**src/rtl/axis_rr_arbiter.sv**
```systemverilog
// Packet-level round-robin arbiter sharing one AXI-Stream sink between N sources.
// Define AXIS_ARB_STATS_EN to add per-source accepted-packet counters on pkt_count.
module axis_rr_arbiter #(
  parameter int unsigned N = 4,
  parameter int unsigned W = 256
) (
  input  logic                 aclk,
  input  logic                 aresetn,
  input  logic [N*W-1:0]       s_tdata,
  input  logic [N-1:0]         s_tvalid,
  input  logic [N-1:0]         s_tlast,
  output logic [N-1:0]         s_tready,
  output logic [W-1:0]         m_tdata,
  output logic                 m_tvalid,
  output logic                 m_tlast,
  input  logic                 m_tready,
  output logic                 grant_valid,
  output logic [$clog2(N)-1:0] grant_idx
`ifdef AXIS_ARB_STATS_EN
  ,
  output logic [N*32-1:0]      pkt_count
`endif
);

  localparam int unsigned IW = $clog2(N);

  typedef enum logic {
    IDLE = 1'b0,
    LOCK = 1'b1
  } state_t;

  state_t        state_q, state_d;
  logic [IW-1:0] grant_q, grant_d;
  logic [IW-1:0] last_q, last_d;
  logic [IW-1:0] sel;
  logic [IW-1:0] cand;
  logic          found;
  logic          xfer_last;
  logic [W-1:0]  src_data [N];

  for (genvar i = 0; i < N; i++) begin : g_unpack
    assign src_data[i] = s_tdata[i*W +: W];
  end

  // First requester at or after last_q+1, wrapping modulo N.
  always_comb begin
    sel   = last_q;
    cand  = '0;
    found = 1'b0;
    for (int unsigned k = 1; k <= N; k++) begin
      cand = IW'((32'(last_q) + k) % N);
      if (!found && s_tvalid[cand]) begin
        found = 1'b1;
        sel   = cand;
      end
    end
  end

  always_comb begin
    state_d = state_q;
    grant_d = grant_q;
    last_d  = last_q;
    case (state_q)
      IDLE: begin
        if (|s_tvalid) begin
          state_d = LOCK;
          grant_d = sel;
          last_d  = sel;
        end
      end
      LOCK: begin
        if (xfer_last) begin
          state_d = IDLE;
        end
      end
      default: state_d = IDLE;
    endcase
  end

  // Handshake is gated by aresetn so nothing is accepted on the reset edge.
  always_comb begin
    m_tdata  = src_data[grant_q];
    m_tlast  = s_tlast[grant_q];
    m_tvalid = 1'b0;
    s_tready = '0;
    if (state_q == LOCK && aresetn) begin
      m_tvalid          = s_tvalid[grant_q];
      s_tready[grant_q] = m_tready;
    end
  end

  assign xfer_last = m_tvalid && m_tready && m_tlast;

  // last_q resets to N-1 so source 0 holds first priority.
  always_ff @(posedge aclk) begin
    if (!aresetn) begin
      state_q <= IDLE;
      grant_q <= '0;
      last_q  <= IW'(N - 1);
    end else begin
      state_q <= state_d;
      grant_q <= grant_d;
      last_q  <= last_d;
    end
  end

  assign grant_valid = (state_q == LOCK);
  assign grant_idx   = grant_q;

`ifdef AXIS_ARB_STATS_EN
  logic [31:0] cnt_q [N];

  // One count per accepted tlast beat; wraps naturally at 2^32.
  always_ff @(posedge aclk) begin
    if (!aresetn) begin
      for (int i = 0; i < N; i++) begin
        cnt_q[i] <= '0;
      end
    end else if (xfer_last) begin
      cnt_q[grant_q] <= cnt_q[grant_q] + 32'd1;
    end
  end

  for (genvar i = 0; i < N; i++) begin : g_cnt
    assign pkt_count[i*32 +: 32] = cnt_q[i];
  end
`endif

endmodule

```
**config.mk**
```make
export PLATFORM = sky130hd
export DESIGN_NAME = axis_rr_arbiter
export DESIGN_NICKNAME = d
export VERILOG_FILES = /design/src/rtl/axis_rr_arbiter.sv
export SDC_FILE = /design/constraint.sdc
export NUM_CORES = 1
export LEC_CHECK = 0
export CORE_AREA = 2 2 501 503
export DETAILED_ROUTE_END_ITERATION = 10
export DIE_AREA = 0 0 503 505
export GPL_ROUTABILITY_DRIVEN = 0
export PLACE_DENSITY = 0.3
export SLEW_MARGIN = 20
export SYNTH_ARGS = -nofsm -noshare
export SYNTH_HDL_FRONTEND = slang
export SYNTH_SLANG_ARGS = --single-unit
export TNS_END_PERCENT = 50
```
**constraint.sdc**
```tcl
create_clock -name aclk -period 2 [get_ports aclk]
set_clock_uncertainty 0.1 [all_clocks]
set_input_delay 0.3 -clock aclk [delete_from_list [all_inputs] [get_ports aclk]]
set_output_delay 0.3 -clock aclk [all_outputs]
set_load 0.02 [all_outputs]
```
==> report_table.html, run 1 <==
<table>
<tr><th>Metric</th><th>Value</th></tr>
<tr><th colspan="2">Status</th></tr>
<tr><td>Run status</td><td>finished, violations left</td></tr>
<tr><td>Violated checks</td><td>negative setup slack</td></tr>
<tr><th colspan="2">Die</th></tr>
<tr><td>Die ar.</td><td>254,000 sq um</td></tr>
<tr><td>Placeable core area</td><td>248,000 sq um</td></tr>
<tr><td>Initial standard-cell utilization of the core</td><td>2.67%</td></tr>
<tr><td>Die Y</td><td>505 um</td></tr>
<tr><td>Std cell rows</td><td>approximately 180</td></tr>
<tr><td>Io pins</td><td>1,300</td></tr>
<tr><td>Die outline width</td><td>503 um</td></tr>
<tr><th colspan="2">Route</th></tr>
<tr><td>Number of DRC markers after the initial detailed-route iteration</td><td>1,039</td></tr>
<tr><td>Total Routed Length</td><td>212 mm</td></tr>
<tr><td>Vias after detailed routing</td><td>~13k</td></tr>
<tr><td>Max layer used</td><td>met5</td></tr>
<tr><td>Post-route antenna net violation count</td><td>0</td></tr>
<tr><td>Drt drc</td><td>0</td></tr>
<tr><td>Routed length per instance</td><td>40.7 um</td></tr>
<tr><td>WL met1</td><td>75.0 mm</td></tr>
<tr><td>Via/cell ratio</td><td>2.57</td></tr>
<tr><td>Met2 layer wire length in the routed design</td><td>between 90 and 100 mm</td></tr>
<tr><td>Met3 wire len</td><td>38.5 mm</td></tr>
<tr><td>Number of search-and-repair iterations in the first detailed-routing pass</td><td>5</td></tr>
<tr><th colspan="2">STA</th></tr>
<tr><td>Number of setup violations in the final report</td><td>258</td></tr>
<tr><td>Worst path setup slack after routing</td><td>-0.463 ns</td></tr>
<tr><td>Slew at the pin with the worst max-slew slack</td><td>~0.53 ns</td></tr>
<tr><td>Setup repair after global routing missed its margin</td><td>yes</td></tr>
<tr><td>Hold Violations, Final</td><td>0</td></tr>
<tr><td>Final slew viol count</td><td>0</td></tr>
<tr><td>Period utilization</td><td>123%</td></tr>
<tr><td>Relative slew margins</td><td>64.3%</td></tr>
<tr><td>F_max</td><td>406 MHz</td></tr>
<tr><td>TNS Setup</td><td>-78.49 ns</td></tr>
<tr><td>Clock period minus final worst setup slack</td><td>around 2.5 ns</td></tr>
<tr><th colspan="2">Placed design</th></tr>
<tr><td>Total half-perimeter wirelength after legalization and detailed placement</td><td>199 mm</td></tr>
<tr><td>Worst slack, placed</td><td>-0.592 ns</td></tr>
<tr><td>Buffers on Ports</td><td>1,299</td></tr>
<tr><td>Dpl cells</td><td>5,013</td></tr>
<tr><th colspan="2">Synthesis</th></tr>
<tr><td>Prevailing post-synth register cell</td><td>sky130_fd_sc_hd__dfxtp_1</td></tr>
<tr><td>Async S/R FF share, synth</td><td>0%</td></tr>
<tr><td>Cell with the most instances after synthesis</td><td>sky130_fd_sc_hd__mux4_2</td></tr>
<tr><td>Proportion of synthesized chip area in sequential cells</td><td>1.51%</td></tr>
<tr><td>Number of synthesis warnings</td><td>0</td></tr>
<tr><td>Cell count after synthesis</td><td>370</td></tr>
<tr><td>Yosys top cell area share</td><td>about 90%</td></tr>
<tr><td>Count of different cell masters after synthesis</td><td>29</td></tr>
<tr><td>Top cell type by total area after synthesis</td><td>sky130_fd_sc_hd__mux4_2</td></tr>
<tr><td>Number of storage elements in the synthesis netlist</td><td>5</td></tr>
<tr><td>Cell area after synthesis</td><td>6630 sq um</td></tr>
<tr><td>Post-Syn Nets</td><td>between 1k and 1.5k</td></tr>
<tr><td>Commonest cells post-synth</td><td>sky130_fd_sc_hd__mux4_2, sky130_fd_sc_hd__buf_2, sky130_fd_sc_hd__buf_6</td></tr>
<tr><td>Avg Inst Size Synth</td><td>17.9 sq um</td></tr>
<tr><td>Top cells by area, synth</td><td>sky130_fd_sc_hd__mux4_2, sky130_fd_sc_hd__buf_6, sky130_fd_sc_hd__buf_2</td></tr>
<tr><td>Count of flip-flops with a built-in enable after synthesis</td><td>0</td></tr>
<tr><th colspan="2">Cells and area</th></tr>
<tr><td>Filler Cell Count</td><td>28.6k</td></tr>
<tr><td>Final Instance Count excl. Fillers</td><td>5,212</td></tr>
<tr><td>Share of post-route cells with drive strength above 1</td><td>39.4%</td></tr>
<tr><td>Flip-flop and latch area</td><td>108 sq um</td></tr>
<tr><td>Synth-to-layout area growth</td><td>297%</td></tr>
<tr><td>Area of combinational cells with multiple inputs</td><td>approximately 6000 sq um</td></tr>
<tr><td>Final #Nets</td><td>2,819</td></tr>
<tr><th colspan="2">Power and ir drop</th></tr>
<tr><td>Final Power</td><td>0.0117 W</td></tr>
<tr><td>Clock network power share</td><td>between 3 and 4%</td></tr>
<tr><td>Switching Fraction</td><td>roughly 45%</td></tr>
<tr><td>Net Switching</td><td>0.00526 W</td></tr>
<tr><td>PwrDens</td><td>445 nW/um^2</td></tr>
<tr><td>Combinational share of power</td><td>95.7%</td></tr>
<tr><td>Cell leakage power</td><td>between 8 and 9 nW</td></tr>
<tr><td>Peak VDD IR</td><td>between 0.1 and 0.15 mV</td></tr>
<tr><td>P_int</td><td>between 0.006 and 0.007 W</td></tr>
<tr><td>Sequential fraction of design power</td><td>1.2%</td></tr>
<tr><th colspan="2">Clock network</th></tr>
<tr><td>Skew-Pair Late Insertion Delay</td><td>0.25 ns</td></tr>
<tr><td>Worst-path clk slew</td><td>0.04 ns</td></tr>
<tr><td>Number of hold buffers added after cts</td><td>0</td></tr>
<tr><td>Number of buffers created by CTS</td><td>3</td></tr>
<tr><td>Clock Path Buffers</td><td>2</td></tr>
<tr><td>Library cell used as clock root buffer</td><td>sky130_fd_sc_hd__clkbuf_16</td></tr>
<tr><td>CTS H-tree lvls</td><td>1</td></tr>
<tr><td>Clock tree from TritonCTS</td><td>built</td></tr>
<tr><td># clock sinks</td><td>5</td></tr>
<tr><th colspan="2">Worst setup path</th></tr>
<tr><td>Slowest Stage Delay on Critical Path</td><td>0.63 ns</td></tr>
<tr><td>Crit path cell chain</td><td>buf_12 &gt; buf_16 &gt; buf_16 &gt; buf_16 &gt; mux4_2 &gt; buf_6</td></tr>
<tr><td>Data arrival time of the worst path</td><td>2.06 ns</td></tr>
<tr><td>Critical setup path kind</td><td>flop to output port</td></tr>
<tr><td>Standard cell with the maximum stage delay on the critical path</td><td>sky130_fd_sc_hd__mux4_2</td></tr>
<tr><td>Nature of the critical path endpoint</td><td>output port</td></tr>
<tr><td>Crit-path max FO</td><td>8</td></tr>
<tr><td>Most numerous cell on the critical path</td><td>sky130_fd_sc_hd__buf_16</td></tr>
<tr><td>Kind of cell adding the most delay to the critical path</td><td>buffers and inverters</td></tr>
<tr><td>Category of the worst setup path launch point</td><td>flop</td></tr>
<tr><td>Req. time, crit path</td><td>1.60 ns</td></tr>
<tr><td>Buf+Inv Stages, Crit Path</td><td>5</td></tr>
<tr><th colspan="2">Global routing</th></tr>
<tr><td>Total GRT Usage</td><td>between 10% and 20%</td></tr>
<tr><td>Pin count of the biggest net entering global routing</td><td>32</td></tr>
<tr><td>Global-route wire length before repair</td><td>241 mm</td></tr>
<tr><td>Global route overflow</td><td>0</td></tr>
<tr><td>Number of antenna violations at the first check in global routing</td><td>377</td></tr>
<tr><td>Vias in the first global route</td><td>13.2k</td></tr>
<tr><th colspan="2">Run</th></tr>
<tr><td>Number of violations of the max-capacitance limit</td><td>0</td></tr>
<tr><th colspan="2">Min path</th></tr>
<tr><td>Tightest Hold Check Type</td><td>flop to flop</td></tr>
</table>
[cell usage in the layout (no fill, tap or decap), types with 2 or more instances in the layout]
| master | instances |
|---|---|
| sky130_fd_sc_hd__clkdlybuf4s50_1 | 1034 |
| sky130_fd_sc_hd__mux4_2 | 258 |
| sky130_fd_sc_hd__buf_6 | 205 |
| sky130_fd_sc_hd__diode_2 | 99 |
| sky130_fd_sc_hd__buf_4 | 84 |
| sky130_fd_sc_hd__buf_12 | 59 |
| sky130_fd_sc_hd__buf_2 | 38 |
| sky130_fd_sc_hd__buf_16 | 19 |
| sky130_fd_sc_hd__buf_8 | 16 |
| sky130_fd_sc_hd__a21oi_1 | 7 |
| sky130_fd_sc_hd__clkbuf_16 | 7 |
| sky130_fd_sc_hd__clkbuf_2 | 7 |
| sky130_fd_sc_hd__nor2_1 | 5 |
| sky130_fd_sc_hd__nand2b_1 | 5 |
| sky130_fd_sc_hd__nor2b_1 | 4 |
| sky130_fd_sc_hd__nand3_1 | 3 |
| sky130_fd_sc_hd__dfxtp_1 | 3 |
| sky130_fd_sc_hd__dlymetal6s2s_1 | 3 |
| sky130_fd_sc_hd__nor3_1 | 2 |
| sky130_fd_sc_hd__nand4_1 | 2 |
| sky130_fd_sc_hd__or2_2 | 2 |
| sky130_fd_sc_hd__o21ai_0 | 2 |
| sky130_fd_sc_hd__dfxtp_4 | 2 |
[through the flow]
stage / instance area [sq um] / hold slack, ns / utilization, %
floorplan: 6630 / 0.274 / -
global placement: 24200 / 0.548 / 9.75
detailed placement: 24200 / 0.539 / 9.75
CTS: 25400 / 0.543 / 10.2
global route: 26100 / 0.587 / 10.5
finish: 26300 / 0.562 / 10.6
[cell type report]
type	instances	area share (%)
well taps	3330	15.8
diodes	99	0.941
clock inverters	1	0.0190
inverters	1	0.0143
clock buffers	3	0.285
multi-input cells	303	23.2
flip-flops and latches	5	0.409
repair buffers	1470	59.4
[timing repair]
item | in CTS | in global routing
pin swaps | 0 | 1
cloned | 12 | 4
setup endpoints to repair | 265 | 266
setup buffers | 51 | 37
resized for setup | 687 | 307
[worst register-to-register path, cell delays in order (launching register included)]
cell and delay (ns):
sky130_fd_sc_hd__dfxtp_4 0.37, sky130_fd_sc_hd__buf_12 0.15, sky130_fd_sc_hd__buf_8 0.13, sky130_fd_sc_hd__buf_16 0.14, sky130_fd_sc_hd__buf_12 0.13, sky130_fd_sc_hd__mux4_2 0.61, sky130_fd_sc_hd__nand3_1 0.13, sky130_fd_sc_hd__a21oi_1 0.07
sky130_fd_sc_hd__nor2b_1 0.10
[power groups by stage]
stage	Combinational [W]	Sequential [W]	Clock, W
floorplan	0.00373	0.000132	0
global placement	0.0102	0.000151	0
detailed placement	0.0101	0.000151	0
CTS	0.0110	0.000146	0.000384
global route	0.0117	0.000148	0.000382
finish	0.0112	0.000144	0.000365
[logic make-up (layout without fill, tap and decap cells)]
family | count (synthesis) | count (layout) | share of synthesized area [%]
AND/OR/NAND/NOR | 29 | 29 | 2.57
buffers and inverters | 62 | 1475 | 6.76
other | 0 | 99 | 0
flip-flops | 5 | 5 | 1.51
AO/OA/AOI/OAI | 16 | 16 | 1.53
multiplexers | 258 | 258 | 87.6
[final timing paths]
check             slack [ns]                 startpoint                endpoint  cells after the start
setup / recovery       -0.46  grant_idx[0]$_SDFFE_PN0P_            m_tdata[156]                      6
hold / removal          0.56     last_q[0]$_SDFFE_PN1P_  last_q[0]$_SDFFE_PN1P_                      2
setup reg to reg        0.02  grant_idx[0]$_SDFFE_PN0P_  grant_valid$_SDFF_PN0_                      8
hold reg to reg         0.56     last_q[0]$_SDFFE_PN1P_  last_q[0]$_SDFFE_PN1P_                      2
[per-layer routing]
| layer | GRT usage (%) | vias up |
|---|---|---|
| li1 | - | 4857 |
| met1 | 16.8 | 6327 |
| met2 | 25.0 | 1405 |
| met3 | 12.9 | 561 |
| met4 | 2.54 | 268 |
| met5 | 0 | - |
[sequential cells by signal (all words and copies together) (netlist names)]
| register | count |
|---|---|
| grant_idx | 2 |
| grant_valid | 1 |
| last_q | 2 |
No activity file was read; power rests on OpenSTA's default activity.
==> run 2: changes to the inputs <==
--- a/config.mk
+++ b/config.mk
@@ -14,4 +14,4 @@
 export SYNTH_ARGS = -nofsm -noshare
 export SYNTH_HDL_FRONTEND = slang
 export SYNTH_SLANG_ARGS = --single-unit
-export TNS_END_PERCENT = 50
+export TNS_END_PERCENT = 1
==> run 2 against run 1 <==
Against the previous run:
- the flow still finishes with violations (negative setup slack)
- via count shrank 2.1%
- critical path type unchanged
- register-to-register slack gained 0.03 ns
- sequential power is essentially flat
- worst setup slack gained 0.0068 ns
- wire length shrank 1.1%
- first-iteration DRC count shrank 8.1%
- global-route usage shrank 0.14 points
- non-clock buffer count shrank 63
- largest power group unchanged
- fmax grew 0.28%
- final area shrank 4.9%
- power shrank 7.8%
==> report_table.html, run 2 (synthesis results as in run 1) <==
<table>
<tr><th>Metric</th><th>Value</th></tr>
<tr><th colspan="2">Status</th></tr>
<tr><td>Run status</td><td>finished, violations left</td></tr>
<tr><td>Violated checks</td><td>negative setup slack</td></tr>
<tr><th colspan="2">Worst setup path</th></tr>
<tr><td>Internal reg-to-reg setup slack</td><td>0.05 ns (+0.03 ns)</td></tr>
<tr><td>Critical setup path kind</td><td>flop to output port</td></tr>
<tr><td>Nature of the critical path endpoint</td><td>output port</td></tr>
<tr><td>Slowest Stage Delay on Critical Path</td><td>0.63 ns (about the same)</td></tr>
<tr><td>Category of the worst setup path launch point</td><td>flop</td></tr>
<tr><td>Standard cell with the maximum stage delay on the critical path</td><td>sky130_fd_sc_hd__mux4_2</td></tr>
<tr><td>Length in cells of the worst reg-to-reg path</td><td>7 (-1)</td></tr>
<tr><td>Req. time, crit path</td><td>1.60 ns (about the same)</td></tr>
<tr><td>Crit-path max FO</td><td>8 (unchanged)</td></tr>
<tr><td>Data arrival time of the worst path</td><td>2.06 ns (about the same)</td></tr>
<tr><td>Worst reg2reg path startpoint</td><td>grant_idx[0]$_SDFFE_PN0P_</td></tr>
<tr><td>Crit path cell chain</td><td>buf_12 &gt; buf_12 &gt; buf_16 &gt; buf_16 &gt; mux4_2 &gt; buf_6</td></tr>
<tr><td>Capture point of the worst reg-to-reg path</td><td>grant_valid$_SDFF_PN0_</td></tr>
<tr><th colspan="2">Global routing</th></tr>
<tr><td>Total GRT Usage</td><td>15.8% (-0.14 points)</td></tr>
<tr><td>Number of antenna violations at the first check in global routing</td><td>381 (+1.1%)</td></tr>
<tr><td>Global-route wire length before repair</td><td>238 mm (-0.90%)</td></tr>
<tr><td>Pin count of the biggest net entering global routing</td><td>32 (unchanged)</td></tr>
<tr><td>Global route overflow</td><td>0 (unchanged)</td></tr>
<tr><td>Vias in the first global route</td><td>12.9k (-1.7%)</td></tr>
<tr><th colspan="2">STA</th></tr>
<tr><td>Worst path setup slack after routing</td><td>-0.456 ns (+0.00679 ns)</td></tr>
<tr><td>Worst hold-check slack</td><td>0.551 ns (-0.0110 ns)</td></tr>
<tr><td>Clock period minus final worst setup slack</td><td>2.46 ns (-0.00678 ns)</td></tr>
<tr><td>Final slew viol count</td><td>0 (unchanged)</td></tr>
<tr><td>Slew at the pin with the worst max-slew slack</td><td>0.530 ns (-0.00280 ns)</td></tr>
<tr><td>F_max</td><td>407 MHz (+0.28%)</td></tr>
<tr><td>Hold Violations, Final</td><td>0 (unchanged)</td></tr>
<tr><td>Relative slew margins</td><td>64.5% (+0.19 points)</td></tr>
<tr><td>Number of setup violations in the final report</td><td>258 (unchanged)</td></tr>
<tr><td>Setup repair after global routing missed its margin</td><td>yes</td></tr>
<tr><td>Period utilization</td><td>123% (-0.34 points)</td></tr>
<tr><td>TNS Setup</td><td>-73.89 ns (+4.61 ns)</td></tr>
<tr><th colspan="2">Clock network</th></tr>
<tr><td>Number of hold buffers added after cts</td><td>0 (unchanged)</td></tr>
<tr><td>CTS H-tree lvls</td><td>1 (unchanged)</td></tr>
<tr><td>Worst-path clk slew</td><td>0.04 ns (about the same)</td></tr>
<tr><td>Number of buffers created by CTS</td><td>3 (unchanged)</td></tr>
<tr><td>Library cell used as clock root buffer</td><td>sky130_fd_sc_hd__clkbuf_16</td></tr>
<tr><td>Skew-Pair Late Insertion Delay</td><td>0.25 ns (about the same)</td></tr>
<tr><td>Clock Path Buffers</td><td>2 (unchanged)</td></tr>
<tr><td># clock sinks</td><td>5 (unchanged)</td></tr>
<tr><td>Clock tree from TritonCTS</td><td>built</td></tr>
<tr><th colspan="2">Route</th></tr>
<tr><td>Post-route antenna net violation count</td><td>0 (unchanged)</td></tr>
<tr><td>Number of DRC markers after the initial detailed-route iteration</td><td>955 (-8.1%)</td></tr>
<tr><td>Vias after detailed routing</td><td>13.1k (-2.1%)</td></tr>
<tr><td>Via/cell ratio</td><td>2.55 (-0.79%)</td></tr>
<tr><td>Routed length per instance</td><td>40.8 um (+0.30%)</td></tr>
<tr><td>Drt drc</td><td>0 (unchanged)</td></tr>
<tr><td>Total Routed Length</td><td>210 mm (-1.1%)</td></tr>
<tr><td>Number of search-and-repair iterations in the first detailed-routing pass</td><td>4 (-1)</td></tr>
<tr><th colspan="2">Min path</th></tr>
<tr><td>Hold_sp</td><td>last_q[0]$_SDFFE_PN1P_</td></tr>
<tr><td>Worst Hold Path Cells</td><td>2 (unchanged)</td></tr>
<tr><td>Tightest Hold Check Type</td><td>flop to flop</td></tr>
<tr><td>End point of the worst hold path</td><td>last_q[0]$_SDFFE_PN1P_</td></tr>
<tr><th colspan="2">Die</th></tr>
<tr><td>Io pins</td><td>1,300 (unchanged)</td></tr>
<tr><td>Std cell rows</td><td>183 (unchanged)</td></tr>
<tr><td>Die ar.</td><td>254,000 sq um (unchanged)</td></tr>
<tr><td>Initial standard-cell utilization of the core</td><td>2.67% (unchanged)</td></tr>
<tr><td>Placeable core area</td><td>248,000 sq um (unchanged)</td></tr>
<tr><td>Die Y</td><td>505 um (unchanged)</td></tr>
<tr><td>Die outline width</td><td>503 um (unchanged)</td></tr>
<tr><th colspan="2">Power and ir drop</th></tr>
<tr><td>Final Power</td><td>0.0108 W (-7.8%)</td></tr>
<tr><td>PwrDens</td><td>432 nW/um^2 (-3.1%)</td></tr>
<tr><td>Cell leakage power</td><td>7.87 nW (-7.4%)</td></tr>
<tr><td>Peak VDD IR</td><td>0.142 mV (-0.85%)</td></tr>
<tr><th colspan="2">Cells and area</th></tr>
<tr><td>Leading cell type in the layout, fill and taps excluded</td><td>sky130_fd_sc_hd__clkdlybuf4s50_1</td></tr>
<tr><td>Commonest cells after routing, fill and taps aside</td><td>sky130_fd_sc_hd__clkdlybuf4s50_1, sky130_fd_sc_hd__mux4_2, sky130_fd_sc_hd__buf_6</td></tr>
<tr><td>Final #Nets</td><td>2,756 (-2.2%)</td></tr>
<tr><td>Synth-to-layout area growth</td><td>278%</td></tr>
<tr><td>Share of post-route cells with drive strength above 1</td><td>36.9% (-2.5 points)</td></tr>
<tr><td>Design area</td><td>25,100 sq um (-4.9%)</td></tr>
<tr><td>Filler Cell Count</td><td>28.7k (+0.32%)</td></tr>
<tr><th colspan="2">Placed design</th></tr>
<tr><td>Worst slack, placed</td><td>-0.592 ns (unchanged)</td></tr>
<tr><td>Total half-perimeter wirelength after legalization and detailed placement</td><td>199 mm (unchanged)</td></tr>
<tr><td>Dpl cell area</td><td>24,200 sq um (unchanged)</td></tr>
<tr><td>Buffers on Ports</td><td>1,299 (unchanged)</td></tr>
<tr><th colspan="2">Run</th></tr>
<tr><td>Number of violations of the max-capacitance limit</td><td>0 (unchanged)</td></tr>
</table>
-- run 2: cell type report --
type                       count  area [sq um]  area share (%)
sequential                     5           108           0.430
tap                         3330          4170            16.6
multi-input combinational    303          6100            24.4
clock buffer                   3          75.1           0.300
timing repair buffer        1407         14400            57.3
inverter                       1          3.75          0.0150
clock inverter                 1          5.00          0.0200
antenna                       91           228           0.909
-- run 2: repair_timing --
action	CTS	global route
setup endpoints to repair	265	261
cloned	6	2
pin swaps	1	0
buffers inserted	14	11
gates resized for setup	590	157
-- run 2: worst max path at each step --
stage | from | endpoint
floorplan | grant_idx[0]$_SDFFE_PN0P_ | m_tdata[100]
global placement | s_tdata[989] | m_tdata[221]
detailed placement | s_tdata[989] | m_tdata[221]
CTS | grant_idx[0]$_SDFFE_PN0P_ | m_tdata[95]
global route | grant_idx[0]$_SDFFE_PN0P_ | m_tdata[211]
finish | grant_idx[0]$_SDFFE_PN0P_ | m_tdata[213]
-- run 2: critical path, delay by kind of cell, from the launching register on --
kind     cells  cell delay, ns
buf+inv      5            0.78
flops        1            0.37
mux          1            0.63
-- run 2: where the power goes --
part	total, W	switching (W)	internal, W
sequential	0.000145	0.0000298	0.000115
combinational	0.0103	0.00491	0.00539
clock	0.000361	0.0000972	0.000264
-- run 2: through the flow --
stage	cells	utilization [%]
6_report	5141	10.1
5_1_grt	5065	10.0
4_1_cts	5037	9.93
3_5_place_dp	5013	9.75
3_3_place_gp	5013	9.75
2_1_floorplan	370	-
-- run 2: metal layers --
| layer | part of all wire, % | GRT usage (%) | vias up |
|---|---|---|---|
| li1 | - | - | 4720 |
| met1 | 35 | 16.7 | 6228 |
| met2 | 43 | 24.8 | 1338 |
| met3 | 19 | 12.8 | 563 |
| met4 | 2.3 | 2.32 | 282 |
| met5 | 0.86 | 0 | - |
==> run 3: changes to the inputs <==
--- a/config.mk
+++ b/config.mk
@@ -5,9 +5,10 @@
 export SDC_FILE = /design/constraint.sdc
 export NUM_CORES = 1
 export LEC_CHECK = 0
-export CORE_AREA = 2 2 501 503
+export ABC_AREA = 1
+export CORE_AREA = 2 2 510 512
 export DETAILED_ROUTE_END_ITERATION = 10
-export DIE_AREA = 0 0 503 505
+export DIE_AREA = 0 0 512 514
 export GPL_ROUTABILITY_DRIVEN = 0
 export PLACE_DENSITY = 0.3
 export SLEW_MARGIN = 20
==> run 3 against run 2 <==
Against the previous run:
- the run still ends with negative setup slack left
- wire length is 1.3% lower
- critical path depth is 4 higher
- final area is 13% higher
- critical path type unchanged
- largest cell class unchanged
- largest power group unchanged
- highest routed layer unchanged
==> report_table.html, run 3 <==
<table>
<tr><th>Metric</th><th>Value</th></tr>
<tr><th colspan="2">Synthesis</th></tr>
<tr><td>Top cells by area, synth</td><td>sky130_fd_sc_hd__a22oi_1, sky130_fd_sc_hd__nand2_1, sky130_fd_sc_hd__nand3_1</td></tr>
<tr><td>Cell count after synthesis</td><td>1,066 (+190%)</td></tr>
<tr><td>Top cell type by total area after synthesis</td><td>sky130_fd_sc_hd__a22oi_1</td></tr>
<tr><td>Count of different cell masters after synthesis</td><td>26 (-10%)</td></tr>
<tr><td>Cell with the most instances after synthesis</td><td>sky130_fd_sc_hd__a22oi_1</td></tr>
<tr><td>Avg Inst Size Synth</td><td>5.77 sq um (-68%)</td></tr>
<tr><td>Number of synthesis warnings</td><td>0 (unchanged)</td></tr>
<tr><td>Prevailing post-synth register cell</td><td>sky130_fd_sc_hd__dfxtp_1</td></tr>
<tr><td>Post-Syn Nets</td><td>2,101 (+50%)</td></tr>
<tr><td>Commonest cells post-synth</td><td>sky130_fd_sc_hd__a22oi_1, sky130_fd_sc_hd__nand2_1, sky130_fd_sc_hd__nand3_1</td></tr>
<tr><td>Proportion of synthesized chip area in sequential cells</td><td>1.63% (+0.12 points)</td></tr>
<tr><td>Cell area after synthesis</td><td>6150 sq um (-7.3%)</td></tr>
<tr><td>Yosys top cell area share</td><td>50.8% (-37 points)</td></tr>
<tr><td>Number of storage elements in the synthesis netlist</td><td>5 (unchanged)</td></tr>
<tr><td>Count of flip-flops with a built-in enable after synthesis</td><td>0 (unchanged)</td></tr>
<tr><td>Async S/R FF share, synth</td><td>0% (unchanged)</td></tr>
<tr><th colspan="2">STA</th></tr>
<tr><td>F_max</td><td>396 MHz (-2.6%)</td></tr>
<tr><td>Worst path setup slack after routing</td><td>-0.522 ns (-0.0666 ns)</td></tr>
<tr><td>Number of setup violations in the final report</td><td>258 (unchanged)</td></tr>
<tr><td>Clock period minus final worst setup slack</td><td>2.52 ns (+0.0666 ns)</td></tr>
<tr><td>Setup repair after global routing missed its margin</td><td>yes</td></tr>
<tr><td>Final slew viol count</td><td>0 (unchanged)</td></tr>
<tr><td>Hold Violations, Final</td><td>0 (unchanged)</td></tr>
<tr><td>Slew at the pin with the worst max-slew slack</td><td>0.516 ns (-0.0147 ns)</td></tr>
<tr><td>Period utilization</td><td>126% (+3.3 points)</td></tr>
<tr><td>Relative slew margins</td><td>65.6% (+1.1 points)</td></tr>
<tr><td>Worst hold-check slack</td><td>0.490 ns (-0.0610 ns)</td></tr>
<tr><th colspan="2">Die</th></tr>
<tr><td>Std cell rows</td><td>187 (+2.2%)</td></tr>
<tr><td>Initial standard-cell utilization of the core</td><td>2.38% (-0.29 points)</td></tr>
<tr><td>Io pins</td><td>1,300 (unchanged)</td></tr>
<tr><td>Placeable core area</td><td>258,000 sq um (+4.0%)</td></tr>
<tr><td>Die Y</td><td>514 um (+1.8%)</td></tr>
<tr><td>Die ar.</td><td>263,000 sq um (+3.6%)</td></tr>
<tr><td>Die outline width</td><td>512 um (+1.8%)</td></tr>
<tr><th colspan="2">Route</th></tr>
<tr><td>Routed length per instance</td><td>34.4 um (-16%)</td></tr>
<tr><td>Number of DRC markers after the initial detailed-route iteration</td><td>1,147 (+20%)</td></tr>
<tr><td>Post-route antenna net violation count</td><td>0 (unchanged)</td></tr>
<tr><td>Number of search-and-repair iterations in the first detailed-routing pass</td><td>5 (+1)</td></tr>
<tr><td>Total Routed Length</td><td>207 mm (-1.3%)</td></tr>
<tr><td>Vias after detailed routing</td><td>17.1k (+30%)</td></tr>
<tr><td>Via/cell ratio</td><td>2.85 (+11%)</td></tr>
<tr><td>Drt drc</td><td>0 (unchanged)</td></tr>
<tr><th colspan="2">Worst setup path</th></tr>
<tr><td>Worst reg2reg path startpoint</td><td>grant_idx[1]$_SDFFE_PN0P_</td></tr>
<tr><td>Length in cells of the worst reg-to-reg path</td><td>12 (+5)</td></tr>
<tr><td>Data arrival time of the worst path</td><td>2.12 ns (+0.06 ns)</td></tr>
<tr><td>Category of the worst setup path launch point</td><td>flop</td></tr>
<tr><td>Nature of the critical path endpoint</td><td>output port</td></tr>
<tr><td>Internal reg-to-reg setup slack</td><td>0.01 ns (-0.04 ns)</td></tr>
<tr><td>Crit-path max FO</td><td>26 (+18)</td></tr>
<tr><td>Req. time, crit path</td><td>1.60 ns (about the same)</td></tr>
<tr><td>Capture point of the worst reg-to-reg path</td><td>grant_valid$_SDFF_PN0_</td></tr>
<tr><td>Critical setup path kind</td><td>flop to output port</td></tr>
<tr><th colspan="2">Cells and area</th></tr>
<tr><td>Final #Nets</td><td>3,567 (+29%)</td></tr>
<tr><td>Share of post-route cells with drive strength above 1</td><td>33.5% (-3.5 points)</td></tr>
<tr><td>Commonest cells after routing, fill and taps aside</td><td>sky130_fd_sc_hd__clkdlybuf4s50_1, sky130_fd_sc_hd__nand2_1, sky130_fd_sc_hd__a22oi_1</td></tr>
<tr><td>Synth-to-layout area growth</td><td>361%</td></tr>
<tr><td>Leading cell type in the layout, fill and taps excluded</td><td>sky130_fd_sc_hd__clkdlybuf4s50_1</td></tr>
<tr><td>Design area</td><td>28,300 sq um (+13%)</td></tr>
<tr><th colspan="2">Global routing</th></tr>
<tr><td>Total GRT Usage</td><td>14.8% (-1.1 points)</td></tr>
<tr><td>Pin count of the biggest net entering global routing</td><td>42 (+31%)</td></tr>
<tr><td>Number of antenna violations at the first check in global routing</td><td>331 (-13%)</td></tr>
<tr><td>Global-route wire length before repair</td><td>241 mm (+0.90%)</td></tr>
<tr><td>Global route overflow</td><td>0 (unchanged)</td></tr>
<tr><td>Vias in the first global route</td><td>16.6k (+28%)</td></tr>
<tr><th colspan="2">Power and ir drop</th></tr>
<tr><td>PwrDens</td><td>1230 nW/um^2 (+190%)</td></tr>
<tr><td>Cell leakage power</td><td>10.0 nW (+27%)</td></tr>
<tr><td>Peak VDD IR</td><td>0.449 mV (+220%)</td></tr>
<tr><td>Final Power</td><td>0.0349 W (+220%)</td></tr>
<tr><th colspan="2">Clock network</th></tr>
<tr><td>Skew-Pair Late Insertion Delay</td><td>0.23 ns (-0.02 ns)</td></tr>
<tr><td># clock sinks</td><td>5 (unchanged)</td></tr>
<tr><td>Number of hold buffers added after cts</td><td>0 (unchanged)</td></tr>
<tr><td>CTS H-tree lvls</td><td>1 (unchanged)</td></tr>
<tr><td>Clock Path Buffers</td><td>2 (unchanged)</td></tr>
<tr><td>Library cell used as clock root buffer</td><td>sky130_fd_sc_hd__clkbuf_16</td></tr>
<tr><td>Clock tree from TritonCTS</td><td>built</td></tr>
<tr><td>Worst-path clk slew</td><td>0.03 ns (about the same)</td></tr>
<tr><td>Number of buffers created by CTS</td><td>3 (unchanged)</td></tr>
<tr><th colspan="2">Min path</th></tr>
<tr><td>Hold_sp</td><td>last_q[1]$_SDFFE_PN1P_</td></tr>
<tr><td>End point of the worst hold path</td><td>last_q[1]$_SDFFE_PN1P_</td></tr>
<tr><td>Tightest Hold Check Type</td><td>flop to flop</td></tr>
<tr><td>Worst Hold Path Cells</td><td>2 (unchanged)</td></tr>
<tr><th colspan="2">Placed design</th></tr>
<tr><td>Dpl cell area</td><td>25,400 sq um (+5.0%)</td></tr>
<tr><td>Worst slack, placed</td><td>-0.894 ns (-0.302 ns)</td></tr>
<tr><td>Total half-perimeter wirelength after legalization and detailed placement</td><td>188 mm (-5.6%)</td></tr>
<tr><td>Buffers on Ports</td><td>1,299 (unchanged)</td></tr>
<tr><th colspan="2">Status</th></tr>
<tr><td>Violated checks</td><td>negative setup slack</td></tr>
<tr><td>Run status</td><td>finished, violations left</td></tr>
<tr><th colspan="2">Run</th></tr>
<tr><td>Number of violations of the max-capacitance limit</td><td>0 (unchanged)</td></tr>
</table>
==> run 3: cell types whose count changed after synthesis, sizes merged, moves of 5 or more <==
cell / before / now
nand3: 3 / 103
nand2b: 5 / 0
nand2: 0 / 395
mux4: 258 / 0
inv: 1 / 12
buf: 60 / 111
a22oi: 0 / 416
==> run 3: worst max-delay path, stage by stage (launching register included) <==
cell and delay [ns]:
sky130_fd_sc_hd__dfxtp_4 0.37, sky130_fd_sc_hd__inv_4 0.05, sky130_fd_sc_hd__nand2_4 0.10, sky130_fd_sc_hd__clkinv_8 0.08, sky130_fd_sc_hd__buf_12 0.14, sky130_fd_sc_hd__buf_12 0.14
sky130_fd_sc_hd__buf_6 0.22, sky130_fd_sc_hd__buf_4 0.14, sky130_fd_sc_hd__a22oi_2 0.24, sky130_fd_sc_hd__nand2_2 0.12, sky130_fd_sc_hd__buf_4 0.18
==> run 3: per-layer routing <==
layer  share of wire (%)  wire length (um)  vias up  track usage (%)
li1                    -                 -     7103                -
met1                  35             72100     7862             15.2
met2                  47             97500     1332             25.5
met3                  14             28200      587             8.69
met4                 3.6              7500      248             3.36
met5                0.78              1620        -                0
==> run 3: logic make-up (layout without fill, tap and decap cells) <==
family / after synthesis / after routing / synth area share [%]
AOI/OAI and AO/OA: 427 / 427 / 52.0
buffers and inverters: 126 / 1591 / 12.5
DFF: 5 / 5 / 1.63
other: 0 / 86 / 0
and+or+nand+nor: 508 / 508 / 33.9
==> run 3: final cells by class <==
cell class                      count  area [sq um]
Antenna cell                       86           215
Clock buffer                        4          78.8
Fill cell                       30000        230000
Inverter                           12          81.3
Multi-Input combinational cell    935          6680
Sequential cell                     5           108
Tap cell                         3402          4260
Timing Repair Buffer             1574         16900
Timing Repair inverter              1          30.0
==> run 3: worst max path at each step <==
stage                               from            to
3_5_place_dp   grant_idx[0]$_SDFFE_PN0P_   m_tdata[39]
6_report       grant_idx[0]$_SDFFE_PN0P_  m_tdata[220]
4_1_cts        grant_idx[0]$_SDFFE_PN0P_  m_tdata[174]
5_1_grt        grant_idx[0]$_SDFFE_PN0P_  m_tdata[183]
3_3_place_gp   grant_idx[0]$_SDFFE_PN0P_   m_tdata[39]
2_1_floorplan  grant_idx[1]$_SDFFE_PN0P_  m_tdata[105]
==> run 3: through the flow <==
step	utilization [%]	cells	setup TNS [ns]
after floorplan	-	1066	0
after global placement	9.85	5878	-97.44
after detailed placement	9.85	5878	-95.51
after CTS	10.4	5906	-77.02
after global routing	10.9	5968	-88.18
final	11.0	6019	-71.86
==> run 3: where the power goes <==
| part | internal, W | switching, W |
|---|---|---|
| clock network | 0.000264 | 0.0000621 |
| registers | 0.000154 | 0.0000919 |
| logic | 0.0158 | 0.0186 |
==> run 3: repair_timing <==
item	CTS	global route
pin swaps	49	57
cloned	9	5
resized for setup	843	343
endpoints found under the hold margin	0	0
endpoints found under the setup margin	258	260
buffers inserted	15	25
